### config.mk
export PLATFORM = sky130hd
export DESIGN_NAME = oc_bc_arbiter
export DESIGN_NICKNAME = d
export VERILOG_FILES = /design/src/rtl/oclib_bc_pkg.sv /design/src/rtl/oclib_rr_arbiter.sv /design/src/rtl/oc_bc_arbiter.sv
export SDC_FILE = /design/constraint.sdc
export NUM_CORES = 1
export LEC_CHECK = 0
export CAP_MARGIN = 15
export CORE_MARGIN = 1.5
export CORE_UTILIZATION = 40
export DETAILED_ROUTE_END_ITERATION = 8
export GPL_ROUTABILITY_DRIVEN = 1
export PLACE_DENSITY = 0.7
export SETUP_SLACK_MARGIN = 0.3
export SYNTH_ARGS = -nofsm -noshare
export SYNTH_HDL_FRONTEND = slang
export SYNTH_SLANG_ARGS = --single-unit
### constraint.sdc
create_clock -name clock -period 2.8 [get_ports clock]
set_input_delay 0.28 -clock clock [delete_from_list [all_inputs] [get_ports clock]]
set_output_delay 0.28 -clock clock [all_outputs]
set_load 0.05 [all_outputs]
### src/rtl/oclib_bc_pkg.sv
// Shared types and helpers for byte-channel (BC) blocks: the BC link struct,
// the arbiter state encoding and length-byte decoding.
package oclib_bc_pkg;

    // One direction pair of a byte channel: data/valid flow one way, ready the other.
    typedef struct packed {
        logic [7:0] data;
        logic       valid;
        logic       ready;
    } bc_8b_bidi_s;

    // Largest message a single length byte can describe.
    localparam int BcMaxLength = 256;

    typedef enum logic [2:0] {
        IDLE,
        REQ_LEN,
        REQ,
        WAIT_RSP,
        RSP
    } arbStateE;

    // Bytes still to come after the length byte itself; 0 encodes a full-size message.
    function automatic logic [7:0] decodeLength(input logic [7:0] lengthByte);
        if (lengthByte == 8'd0) return 8'(BcMaxLength - 1);
        return lengthByte - 8'd1;
    endfunction

endpackage

### src/rtl/oclib_rr_arbiter.sv
// Combinational round-robin pick: the first active request at or after the
// pointer (wrapping) wins. One-hot result, all zero when nothing requests.
module oclib_rr_arbiter #(
    parameter int Requesters = 2,
    parameter int PtrWidth   = (Requesters > 1) ? $clog2(Requesters) : 1
) (
    input  logic [Requesters-1:0] request,
    input  logic [PtrWidth-1:0]   pointer,
    output logic [Requesters-1:0] grant
);

    // Walk the requesters starting at the pointer and keep the first hit.
    always_comb begin
        // NOTE: every output of a combinational block gets a default first, so no path leaves it unassigned and a latch can never be inferred.
        grant = '0;
        for (int k = 0; k < Requesters; k++) begin
            if (grant == '0 && request[(int'(pointer) + k) % Requesters]) begin
                grant[(int'(pointer) + k) % Requesters] = 1'b1;
            end
        end
    end

endmodule

### src/rtl/oc_bc_arbiter.sv
// Shares one downstream BC target among several BC masters. A master owns the
// target for one length-prefixed request plus its matching response; a silent
// target is released after a timeout and the event is flagged sticky.
module oc_bc_arbiter
    import oclib_bc_pkg::*;
#(
    parameter int  Requesters    = 2,
    parameter int  TimeoutCycles = 1_000_000,
    parameter type BcType        = bc_8b_bidi_s
) (
    input  logic                  clock,
    input  logic                  reset,
    input  BcType                 upIn [Requesters],
    output BcType                 upOut [Requesters],
    output BcType                 downOut,
    input  BcType                 downIn,
    output logic [Requesters-1:0] grant,
    output logic                  busy,
    output logic                  timeoutError,
    input  logic                  errorClear
);

    localparam int PtrWidth   = (Requesters > 1) ? $clog2(Requesters) : 1;
    localparam int TimerWidth = (TimeoutCycles > 1) ? $clog2(TimeoutCycles) : 1;
    localparam bit TimeoutEnabled = (TimeoutCycles != 0);
    localparam logic [TimerWidth-1:0] TimerLast = TimerWidth'(TimeoutCycles - 1);

    arbStateE                state, stateNext;
    logic [Requesters-1:0]   grantQ, grantNext;
    logic [Requesters-1:0]   requestVec, pick;
    logic [PtrWidth-1:0]     rrPointer, rrPointerNext;
    logic [PtrWidth-1:0]     owner, ownerNext, winnerIdx;
    logic [7:0]              byteCount, byteCountNext;
    logic [TimerWidth-1:0]   timer, timerNext;
    logic                    timeoutErrorNext;
    logic                    reqXfer, rspXfer, timerExpired;

    // Collect request lines and convert the one-hot pick into an owner index.
    always_comb begin
        requestVec = '0;
        winnerIdx  = '0;
        for (int i = 0; i < Requesters; i++) begin
            requestVec[i] = upIn[i].valid;
            if (pick[i]) winnerIdx = PtrWidth'(i);
        end
    end

    oclib_rr_arbiter #(
        .Requesters(Requesters),
        .PtrWidth  (PtrWidth)
    ) uRrArbiter (
        .request(requestVec),
        .pointer(rrPointer),
        .grant  (pick)
    );

    // Zero-latency mux steered by the registered owner; idle swallows stray response bytes.
    always_comb begin
        for (int i = 0; i < Requesters; i++) upOut[i] = '0;
        downOut = '0;
        reqXfer = 1'b0;
        rspXfer = 1'b0;
        case (state)
            IDLE: downOut.ready = 1'b1;
            REQ_LEN, REQ: begin
                downOut.data        = upIn[owner].data;
                downOut.valid       = upIn[owner].valid;
                upOut[owner].ready  = downIn.ready;
                reqXfer             = upIn[owner].valid && downIn.ready;
            end
            WAIT_RSP, RSP: begin
                upOut[owner].data   = downIn.data;
                upOut[owner].valid  = downIn.valid;
                downOut.ready       = upIn[owner].ready;
                rspXfer             = downIn.valid && upIn[owner].ready;
            end
            default: ;
        endcase
    end

    assign timerExpired = TimeoutEnabled && (timer == TimerLast);

    // Next-state logic: grant, message byte counting, timeout and sticky error.
    always_comb begin
        stateNext        = state;
        grantNext        = grantQ;
        ownerNext        = owner;
        rrPointerNext    = rrPointer;
        byteCountNext    = byteCount;
        timeoutErrorNext = timeoutError;
        if (errorClear) timeoutErrorNext = 1'b0;
        case (state)
            IDLE: begin
                if (|pick) begin
                    grantNext     = pick;
                    ownerNext     = winnerIdx;
                    rrPointerNext = PtrWidth'((int'(winnerIdx) + 1) % Requesters);
                    stateNext     = REQ_LEN;
                end
            end
            REQ_LEN: begin
                if (reqXfer) begin
                    byteCountNext = decodeLength(upIn[owner].data);
                    stateNext     = (byteCountNext == 8'd0) ? WAIT_RSP : REQ;
                end
            end
            REQ: begin
                if (reqXfer) begin
                    byteCountNext = byteCount - 8'd1;
                    if (byteCount == 8'd1) stateNext = WAIT_RSP;
                end
            end
            WAIT_RSP: begin
                // A response byte arriving on the expiry cycle still wins.
                if (rspXfer) begin
                    byteCountNext = decodeLength(downIn.data);
                    if (byteCountNext == 8'd0) begin
                        stateNext = IDLE;
                        grantNext = '0;
                    end else begin
                        stateNext = RSP;
                    end
                end else if (timerExpired) begin
                    timeoutErrorNext = 1'b1;
                    grantNext        = '0;
                    stateNext        = IDLE;
                end
            end
            RSP: begin
                if (rspXfer) begin
                    byteCountNext = byteCount - 8'd1;
                    if (byteCount == 8'd1) begin
                        stateNext = IDLE;
                        grantNext = '0;
                    end
                end
            end
            default: stateNext = IDLE;
        endcase
        // The timer restarts on every state entry and only runs while awaiting a response.
        if (stateNext != state)    timerNext = '0;
        else if (state == WAIT_RSP) timerNext = timer + TimerWidth'(1);
        else                        timerNext = '0;
    end

    // State registers with asynchronous active-low reset.
    always_ff @(posedge clock or negedge reset) begin
        if (!reset) begin
            state        <= IDLE;
            grantQ       <= '0;
            owner        <= '0;
            rrPointer    <= '0;
            byteCount    <= '0;
            timer        <= '0;
            timeoutError <= 1'b0;
        end else begin
            // NOTE: non-blocking assignments here so every register samples pre-edge values, independent of statement order.
            state        <= stateNext;
            grantQ       <= grantNext;
            owner        <= ownerNext;
            rrPointer    <= rrPointerNext;
            byteCount    <= byteCountNext;
            timer        <= timerNext;
            timeoutError <= timeoutErrorNext;
        end
    end

    assign grant = grantQ;
    assign busy  = (state != IDLE);

endmodule

==> reports/metrics.yaml <==
dieArea_mm2: 0.00782
core_mm2: 0.00691
insertion_delay_ps: 290
critPathMaxStageDelay_ps: 540
cts_tree: "done"
p_per_area_mw_per_mm2: 836
area_growth_pct: 34.0
wirelength_um: 7870
setup_violations: 0
final_cells: 539
post-route-util_pct: 56.6
ys_ff_latch: 36
tns_ps: 0
internal-power_uw: 1590
dp_hpwl_um: 6100
dr.pass1.iters: 4
cp_slowest_cell: "or4_4"
antenna_found_initial: 0
grt_pass1_wl_um: 13500
htreeDepth: 2
vias_per_cell: 5.48
tightest_slew_ps: 509
ys.flop_type: "dfrtp_1"
grt_max_degree: 37
cts_hold_buffers: 0
switching_power_uw: 1680
design_area_mm2: 0.00391
maxCapViolCount: 0
die_h_um: 88.4
die_w_um: 88.4
place_congestion: 0.888
period_share_pct: 85.6
ir_worst_vdd_mv: 0.603
status: "finished, final reports clean"
p_comb_share_pct: 64.7
synth_async_sr_flop_share_pct: 100
ant_nets: 0
port_buffers: 66
avgSynthCellArea_um2: 7.86
grt_setup_unrepaired: "false"
slew_viol_final: 0
placedCellCount: 530
clock_sinks: 36
synth_edf_count: 0
hold_class: "in -> async"
ys_seq_area_share_pct: 30.9
clk_path_buf_depth: 2
criticalPathCategory: "reg -> reg"
wl_per_cell_um: 14.6
final_hold_viol_count: 0
clkPwrFrac_pct: 11.5
drc_errors: 0
p_total_uw: 3270
cp.required_ps: 2980
swShare_pct: 51.4
netlist_area_mm2: 0.00292
synth.distinct_cells: 55
drt_iter0_drc: 145
drive_gt1_share_pct: 13.8
yosys_warnings: 0
finalClockSkew_ps: 10.4
nNetsFinal: 484
cp_data_arrival_time_ps: 2580
fin_crit_ps: 2400
start_util_pct: 42.2
worstPathCellList: "or4_1 -> or4_4 -> o211ai_2 -> nand3_1 -> a21oi_2 -> mux2_1"
antennaDiodeCount: 0
rows: 30
grt_overflow: 0
place_area_mm2: 0.00382
syn_nets: 413
path_clk_slew_ps: 80
leakage_uw: 0.00164
grt_use_total_pct: 21.6
critPathMaxFanout: 4
critPathLaunchType: "flip-flop"
pin_count: 67
p_seq_share_pct: 23.8
cts_buffers: 5
fmax_mhz: 417
syn_inst: 371
grt_pass1_vias: 2912
slew_headroom_pct: 66.2
cts-root-buf: "clkbuf_8"
end_kind: "flip-flop"
route.vias.total: 2953
area by class of cell:
type / count / area (um2)
Multi-Input combinational cell: 305 / 1930
Fill cell: 682 / 3000
Clock inverter: 3 / 18.8
Clock buffer: 5 / 68.8
Tap cell: 96 / 120
Inverter: 16 / 60.1
Timing Repair Buffer: 78 / 811
Sequential cell: 36 / 903
path summary, 6_finish.rpt:
path	depth (start not counted)	slack, ps	start	endpoint
worst min register to register	1	510	timer[0]	timer[0]
max in group asynchronous	2	2040	reset	state[1]
worst min-delay path	2	400	reset	timer[14]
worst max register to register	6	400	timer[6]	grant[1]
min in group clock	1	510	timer[0]	timer[0]
worst max-delay path	6	400	timer[6]	grant[1]
registers in the layout, summed over array words and instances, names as in the netlist:
register	cells
timer	20
byteCount	8
state	3
grant	2
owner	1
rrPointer	1
timeoutError	1
cells in the mapped netlist, drive strengths merged (2+ instances only):
| master | instances | area (um2) |
|---|---|---|
| or4 | 3 | 26.3 |
| and2 | 19 | 119 |
| inv | 16 | 60.1 |
| a211oi | 7 | 52.6 |
| mux2 | 2 | 22.5 |
| a21oi | 27 | 139 |
| o21ai | 19 | 95.1 |
| and3 | 8 | 50.1 |
| o31ai | 2 | 15.0 |
| nand2b | 9 | 56.3 |
| ha | 9 | 113 |
| a221oi | 3 | 26.3 |
| dfrtp | 36 | 901 |
| o21a | 2 | 15.0 |
| or3 | 7 | 43.8 |
| nand4 | 6 | 37.5 |
| buf | 4 | 18.8 |
| xnor2 | 13 | 114 |
| nor4 | 5 | 37.5 |
| a21o | 3 | 22.5 |
| o211ai | 3 | 27.5 |
| nor2 | 48 | 180 |
| nand3 | 11 | 55.1 |
| nand2 | 25 | 93.8 |
| nor3b | 4 | 30.0 |
| nor2b | 7 | 43.8 |
| mux2i | 9 | 90.1 |
| nor3 | 18 | 90.1 |
| xor2 | 10 | 87.6 |
| o22ai | 3 | 18.8 |
| clkbuf | 10 | 37.5 |
| o21bai | 2 | 15.0 |
| nand3b | 2 | 15.0 |
| or3b | 3 | 26.3 |
| a2111oi | 2 | 17.5 |
kinds of logic after synthesis:
group | Yosys count | share of synthesized area (%)
simple gates | 179 | 32.2
compound gates | 83 | 18.3
flops | 36 | 30.9
buf+inv | 30 | 3.99
xor+xnor | 23 | 6.90
mux | 11 | 3.86
fa+ha+maj | 9 | 3.86
repair_timing:
item / 4_1_cts / 5_1_grt
endpoints found under the setup margin: 16 / 26
resized for setup: 8 / 12
buffers inserted: 0 / 1
worst max-delay path, delay by kind of cell (launching register included):
kind               cells  cell delay, ps
and+or+nand+nor        3            1190
AOI/OAI and AO/OA      2             340
muxes                  1             340
DFF                    1             420
per-stage QoR:
stage | setup slack (ps) | hold slack, ps
5_1_grt | 308 | 451
4_1_cts | 303 | 417
6_report | 404 | 401
3_3_place_gp | 312 | 490
3_5_place_dp | 232 | 491
2_1_floorplan | 356 | -15.6
cell usage in the layout (no fill, tap or decap), types with 5 or more instances in the layout:
master | netlist | layout
clkbuf_8 | 0 | 5
xor2_1 | 10 | 10
ha_1 | 9 | 9
xnor2_1 | 13 | 13
mux2i_1 | 9 | 8
buf_4 | 0 | 24
inv_1 | 16 | 16
nor2_1 | 48 | 47
nand2_1 | 25 | 25
dfrtp_1 | 36 | 34
nand4_1 | 6 | 6
nand3_1 | 11 | 11
and3_1 | 8 | 8
nor2b_1 | 7 | 5
a21oi_1 | 26 | 26
a211oi_1 | 7 | 7
clkdlybuf4s50_1 | 0 | 36
or3_1 | 7 | 7
and2_1 | 19 | 19
nand2b_1 | 9 | 9
buf_12 | 0 | 11
o21ai_0 | 19 | 19
nor3_1 | 18 | 18
layer usage:
metal / GRT usage, % / routed length (um)
met5: 0 / 0
met4: 7.81 / 167
met3: 2.99 / 334
met2: 36.8 / 3720
met1: 28.0 / 3660
power by group through the flow:
stage          Combinational [uW]  Clock (uW)  Sequential, uW
2_1_floorplan                1470           0             737
3_3_place_gp                 2110           0             773
3_5_place_dp                 2120           0             777
4_1_cts                      2110         388             768
5_1_grt                      2280         409             796
6_report                     2120         376             777
Note: power is estimated with default switching activity, not from simulation.
